## config.mk

```make
export PLATFORM = sky130hd
export DESIGN_NAME = plate_char_scheduler
export DESIGN_NICKNAME = d
export VERILOG_FILES = /design/src/rtl/plate_pkg.sv /design/src/rtl/sched_timeout_timer.sv /design/src/rtl/plate_char_scheduler.sv
export SDC_FILE = /design/constraint.sdc
export NUM_CORES = 1
export LEC_CHECK = 0
export ABC_AREA = 1
export CORE_MARGIN = 10
export CORE_UTILIZATION = 51
export CTS_BUF_LIST = sky130_fd_sc_hd__clkbuf_8
export CTS_CLUSTER_SIZE = 24
export DETAILED_ROUTE_END_ITERATION = 6
export GPL_TIMING_DRIVEN = 1
export PLACE_DENSITY = 0.74
export SLEW_MARGIN = 25
export SYNTH_ARGS = -nofsm -noshare
export SYNTH_HDL_FRONTEND = slang
export SYNTH_HIERARCHICAL = 1
export SYNTH_SLANG_ARGS = --single-unit
```

## constraint.sdc

```tcl
create_clock -name clk -period 4.3 [get_ports clk]
set_input_delay 0.43 -clock clk [delete_from_list [all_inputs] [get_ports clk]]
set_output_delay 0.43 -clock clk [all_outputs]
set_load 0.01 [all_outputs]
```

## src/rtl/plate_pkg.sv

```systemverilog
`default_nettype none
// +----------------------------------------------------------------------+
// | plate_pkg: shared widths, sentinels and FSM encoding for the plate   |
// | character scheduler.                          Revision: 1.0           |
// +----------------------------------------------------------------------+
package plate_pkg;
   localparam int NUM_CHARS = 7;
   localparam int CHAR_W    = 4;
   localparam int DIFF_W    = 16;

   localparam logic [CHAR_W-1:0] CHAR_INVALID = 4'hF;
   localparam logic [DIFF_W-1:0] DIFF_TIMEOUT = 16'hFFFF;

   localparam logic [1:0] ST_IDLE = 2'd0;
   localparam logic [1:0] ST_REQ  = 2'd1;
   localparam logic [1:0] ST_WAIT = 2'd2;
   localparam logic [1:0] ST_DONE = 2'd3;
endpackage
`default_nettype wire

```

## src/rtl/sched_timeout_timer.sv

```systemverilog
`default_nettype none
// +----------------------------------------------------------------------+
// | sched_timeout_timer: per-slot wait timer, expires at TIMEOUT_CYC-1;  |
// | TIMEOUT_CYC of 0 never expires.               Revision: 1.0           |
// +----------------------------------------------------------------------+
module sched_timeout_timer #(
   parameter int TIMEOUT_CYC = 4096
) (
   input  logic clk,
   input  logic rst_n,
   input  logic clear,
   input  logic enable,
   output logic expired
);

   generate
      if (TIMEOUT_CYC == 0) begin : g_disabled
         logic unused;
         assign unused  = &{1'b0, clk, rst_n, clear, enable};
         assign expired = 1'b0;
      end else begin : g_count
         localparam int CNT_W = (TIMEOUT_CYC > 1) ? $clog2(TIMEOUT_CYC) : 1;
         logic [CNT_W-1:0] count;

         always_ff @(posedge clk or negedge rst_n) begin
            if (!rst_n)
               count <= '0;
            else if (clear)
               count <= '0;
            else if (enable)
               count <= count + 1'b1;
         end

         assign expired = enable && (count == CNT_W'(TIMEOUT_CYC - 1));
      end
   endgenerate

endmodule
`default_nettype wire

```

## src/rtl/plate_char_scheduler.sv

```systemverilog
`default_nettype none
// +----------------------------------------------------------------------+
// | plate_char_scheduler: drives the shared matcher over every character |
// | slot of a frame. Option macro: SCHED_EARLY_ABORT_EN. Revision: 1.0    |
// +----------------------------------------------------------------------+
module plate_char_scheduler #(
   parameter int NUM_CHARS   = plate_pkg::NUM_CHARS,
   parameter int TIMEOUT_CYC = 4096,
   parameter int SLOT_W      = 3
) (
   input  logic                                   clk,
   input  logic                                   rst_n,
   input  logic                                   seg_valid,
   output logic                                   seg_ready,
   input  logic [15:0]                            max_diff,
   input  logic                                   err_clr,
   output logic                                   mt_req,
   output logic [SLOT_W-1:0]                      mt_slot,
   input  logic                                   mt_ack,
   input  logic                                   mt_done,
   input  logic [3:0]                             mt_index,
   input  logic [15:0]                            mt_diff,
   output logic [NUM_CHARS*plate_pkg::CHAR_W-1:0] char_index_c,
   output logic [NUM_CHARS*plate_pkg::DIFF_W-1:0] char_diff_c,
   output logic                                   char_valid_c,
   output logic                                   busy,
   output logic                                   timeout_err,
   output logic [7:0]                             drop_cnt
);
   import plate_pkg::*;

   logic [1:0]                  state, state_nxt;
   logic [SLOT_W-1:0]           slot;
   logic [NUM_CHARS*CHAR_W-1:0] shadow_index, index_merged;
   logic [NUM_CHARS*DIFF_W-1:0] shadow_diff, diff_merged;
   logic [CHAR_W-1:0]           lane_index;
   logic [DIFF_W-1:0]           lane_diff;
   logic                        expired, result_evt, timeout_evt, last_slot, abort;

   sched_timeout_timer #(.TIMEOUT_CYC(TIMEOUT_CYC)) u_timer (
      .clk     (clk),
      .rst_n   (rst_n),
      .clear   (state != ST_WAIT),
      .enable  (state == ST_WAIT),
      .expired (expired)
   );

   // A real result always beats a timer expiring in the same cycle.
   assign result_evt  = (state == ST_WAIT) && (mt_done || expired);
   assign timeout_evt = (state == ST_WAIT) && expired && !mt_done;
   assign last_slot   = (slot == SLOT_W'(NUM_CHARS - 1));

`ifdef SCHED_EARLY_ABORT_EN
   logic lane_bad;
   assign lane_bad = timeout_evt || (mt_diff > max_diff);
   assign abort    = lane_bad;
`else
   assign abort    = 1'b0;
`endif

   always_comb begin
      if (timeout_evt) begin
         lane_index = CHAR_INVALID;
         lane_diff  = DIFF_TIMEOUT;
      end else begin
         lane_index = (mt_diff > max_diff) ? CHAR_INVALID : mt_index;
         lane_diff  = mt_diff;
      end
   end

   // Slot 0 occupies the most significant lane.
   always_comb begin
      index_merged = shadow_index;
      diff_merged  = shadow_diff;
      for (int i = 0; i < NUM_CHARS; i++) begin
         if (slot == SLOT_W'(i)) begin
            index_merged[(NUM_CHARS-1-i)*CHAR_W +: CHAR_W] = lane_index;
            diff_merged[(NUM_CHARS-1-i)*DIFF_W +: DIFF_W]  = lane_diff;
         end
      end
   end

   always_ff @(posedge clk or negedge rst_n) begin
      if (!rst_n)
         state <= ST_IDLE;
      else
         state <= state_nxt;
   end

   always_comb begin
      state_nxt = state;
      case (state)
         ST_IDLE: if (seg_valid) state_nxt = ST_REQ;
         ST_REQ:  if (mt_ack)    state_nxt = ST_WAIT;
         ST_WAIT: begin
            if (result_evt) begin
               if (abort)
                  state_nxt = ST_IDLE;
               else if (last_slot)
                  state_nxt = ST_DONE;
               else
                  state_nxt = ST_REQ;
            end
         end
         ST_DONE: state_nxt = ST_IDLE;
         default: state_nxt = ST_IDLE;
      endcase
   end

   always_comb begin
      seg_ready    = (state == ST_IDLE);
      busy         = (state != ST_IDLE);
      mt_req       = (state == ST_REQ);
      char_valid_c = (state == ST_DONE);
   end

   assign mt_slot = slot;

   // Output buses load on the edge into DONE so they are valid with the pulse.
   always_ff @(posedge clk or negedge rst_n) begin
      if (!rst_n) begin
         slot         <= '0;
         shadow_index <= '0;
         shadow_diff  <= '0;
         char_index_c <= '0;
         char_diff_c  <= '0;
         timeout_err  <= 1'b0;
         drop_cnt     <= '0;
      end else begin
         if (state == ST_IDLE && seg_valid)
            slot <= '0;
         else if (result_evt && !last_slot)
            slot <= slot + SLOT_W'(1);

         if (result_evt) begin
            shadow_index <= index_merged;
            shadow_diff  <= diff_merged;
         end

         if (result_evt && last_slot && !abort) begin
            char_index_c <= index_merged;
            char_diff_c  <= diff_merged;
         end

         if (timeout_evt)
            timeout_err <= 1'b1;
         else if (err_clr)
            timeout_err <= 1'b0;

         if (seg_valid && state != ST_IDLE && drop_cnt != 8'hFF)
            drop_cnt <= drop_cnt + 8'd1;
      end
   end

endmodule
`default_nettype wire

```

==> impl_metrics.csv <==
group,metric,value,unit
power_and_ir_drop,power.leakage,7.51,nW
detailed_routing,via_count,10763,
clock_tree,hold_buffers,1,
synth,synthCells,1467,
detailed_routing,wl_per_cell,17.9,µm
critical_path,worst_ep_arrival_time,3.28,ns
synth,synth-edff-count,0,
outcome,status,"completed",
die,initial_core_util,51.8,%
synth,ys_types,32,
detailed_routing,routed_wl,35.9,mm
clock_tree,post_cts_buffers,0,
timing,worst_slew_pin_slew,1.03,ns
timing,fin_crit,2.88,ns
die,rows,57,
synth,synth-seq-cells,286,
clock_tree,htreeDepth,2,
critical_path,worst_setup_path_end_kind,"flop",
clock_tree,clkTransAtPathRegs,0.06,ns
placement,place.gp.congestion,0.803,
critical_path,reg2reg_from,"u_timer/g_count.count[0]",
power_and_ir_drop,peakVddDrop,0.363,mV
global_route,antenna_found_initial,2,
worst_hold_path,holdPathEnd,"timeout_err",
die,die_w,177,µm
worst_hold_path,min_path_type,"in -> reg",
detailed_routing,ant_nets,0,
critical_path,startpoint_type,"flop",
timing,fin_skew,0.0218,ns
global_route,gr-usage-met3,5.08,%
placement,hpwl,23.9,mm
synth,synth_seq_area_share,56.8,%
critical_path,path_max_fanout,21,
global_route,grt_use_met1,30.2,%
timing,setup_tns,0,ns
global_route,groute.usage.overall,22.7,%
timing,finalHoldViolations,0,
synth,synth_compound_area_share,13.9,%
synth,synth_top_family_by_area,"simple AND/OR/NAND/NOR gates",
synth,muxShareOfSynthArea,0,%
clock_tree,cts_tree,"yes",
clock_tree,root_buffer,"clkbuf_8",
global_route,grt_pass1_wl,57.0,mm
clock_tree,cts_max_path_buffers,3,
die,pin_count,198,
finish,final_common_cell,"nand2_1",
timing,rsz0062_at_grt,"false",
synth,synth_async_sr_flop_share,100,%
flow_run,maxCapViolCount,0,
worst_hold_path,holdPathStages,2,
synth,synthFlopType,"dfrtp_1",
clock_tree,clk_latency,0.56,ns
detailed_routing,vias_per_cell,5.37,
clock_tree,cts.sinks,286,
finish,final_layout_size_suffix_gt1_share,7.86,%
finish,syn_to_final_growth,25.1,%
timing,relSlewSlack,31.3,%
global_route,grt_remaining_overflow,0,
die,core,24300,µm²
global_route,busiest_layer,"met2",
finish,n_fill_cell,2014,
synth,synth_xor_area_share,0.556,%
critical_path,worstPathRequired,4.71,ns
detailed_routing,drt_iter0_drc,1008,
detailed_routing,drc_errors,0,
timing,slew_viol_final,0,
synth,netlist_area,12600,µm²
worst_hold_path,hp-start,"err_clr",
synth,synth-simple-area-share,20.6,%
power_and_ir_drop,pwr_density_cell,584,nW/µm²
power_and_ir_drop,finalPower,9.22,mW
synth,synth_adder_area_share,2.28,%
global_route,grt_pass1_vias,10492,
finish,layout_common_cells,"nand2_1, dfrtp_1, o21ai_0, clkdlybuf4s50_1, inv_1",
critical_path,r2r_cells,12,
clock_tree,numCtsBuffers,46,
timing,fmax,347,MHz
synth,synth_warnings,6,
die,die_area,31400,µm²
global_route,grt_max_degree,181,
timing,fin_crit_sh,66.9,%
synth,syn_area_per_cell,8.60,µm²
critical_path,reg2reg_slack,1.42,ns
detailed_routing,drt-pass1-iter-count,5,
die,die_h,177,µm
synth,syn_nets,1532,
timing,setup_viol,0,
clock_tree,cts_resized,0,
finish,fin_nets,1709,
placement,portBuffers,197,
critical_path,path_class,"reg -> reg",
critical_path,r2r_end,"shadow_diff[18]",
global_route,use_met2,35.8,%
## routing by layer
| layer | up-vias | wire [µm] |
|---|---|---|
| li1 | 5113 | - |
| met1 | 5206 | 15300 |
| met2 | 379 | 16800 |
| met3 | 65 | 2790 |
| met4 | 0 | 1050 |
| met5 | - | 0 |
## final cells by class
class,instances,area [µm²],area share (%)
clock buffer,63,867,5.50
antenna,2,5.00,0.0317
tap,324,405,2.57
multi-input combinational,991,4710,29.8
timing repair buffer,211,2120,13.5
inverter,108,410,2.60
sequential,286,7160,45.4
clock inverter,20,101,0.642
## cells by family after synthesis
| logic type | Yosys count |
|---|---|
| xor gates and xnor gates | 8 |
| buffers and inverters | 190 |
| and+or+nand+nor | 612 |
| DFF | 286 |
| AOI/OAI and AO/OA | 348 |
| adders and majority gates | 23 |
## report_power, final
group	internal (mW)	total, mW	switching, mW
registers	3.47	3.89	0.421
logic	1.24	2.91	1.67
clock network	1.31	2.41	1.10
total	6.02	9.22	3.19
## worst max path at each step
stage                                   from                to
finish              u_timer/g_count.count[0]   shadow_diff[18]
global route        u_timer/g_count.count[0]   shadow_diff[34]
CTS                 u_timer/g_count.count[0]   shadow_diff[18]
detailed placement               max_diff[5]   shadow_index[8]
global placement                 max_diff[5]  char_index_c[22]
floorplan           u_timer/g_count.count[0]   char_diff_c[19]
## worst max-delay path, stage by stage (launching register included)
cell and delay [ns]:
dfrtp_1 0.43, ha_1 0.24, nand2_2 0.10, inv_1 0.06, nand2_1 0.09, nor3_1 0.07
inv_1 0.06, nor3_2 0.04, buf_4 0.22, nor2_1 0.55, inv_1 0.32, o21ai_0 0.38
o21ai_0 0.15
## cells in the mapped netlist (2+ instances only)
cell type	n	area, µm²
o21ai_0	258	1290
nand3_1	80	400
nand2_2	2	12.5
nand4_1	7	43.8
buf_6	2	22.5
nor2_2	3	18.8
buf_1	9	33.8
nor3_1	4	20.0
a21oi_1	48	240
inv_1	102	383
nor2_1	42	158
nand2_1	439	1650
nor2_8	2	40.0
dfrtp_1	286	7160
xor2_1	2	17.5
o21ai_1	38	190
inv_2	4	15.0
or2_2	24	150
buf_2	16	80.1
clkbuf_1	55	206
xnor2_1	6	52.6
nor2_4	6	67.6
ha_1	23	288
## registers in the layout, summed over array words and instances (netlist names)
signal,cells
shadow_diff,96
mt_slot,3
char_index_c,28
drop_cnt,8
timeout_err,1
u_timer/g_count.count,12
char_diff_c,112
shadow_index,24
state,2
## per-stage QoR
stage / setup WS [ns] / instance area (µm²) / cells / hold WS (ns) / utilization [%]
CTS: 1.42 / 15800 / 2003 / 0.414 / 64.8
floorplan: 2.06 / 12600 / 1467 / 0.134 / -
finish: 1.42 / 15800 / 2005 / 0.439 / 64.9
global placement: 1.16 / 14800 / 1919 / 0.455 / 60.8
global route: 1.22 / 15800 / 2003 / 0.425 / 64.8
detailed placement: 1.17 / 14800 / 1919 / 0.460 / 60.8
Note: power is estimated with default switching activity, not from simulation.
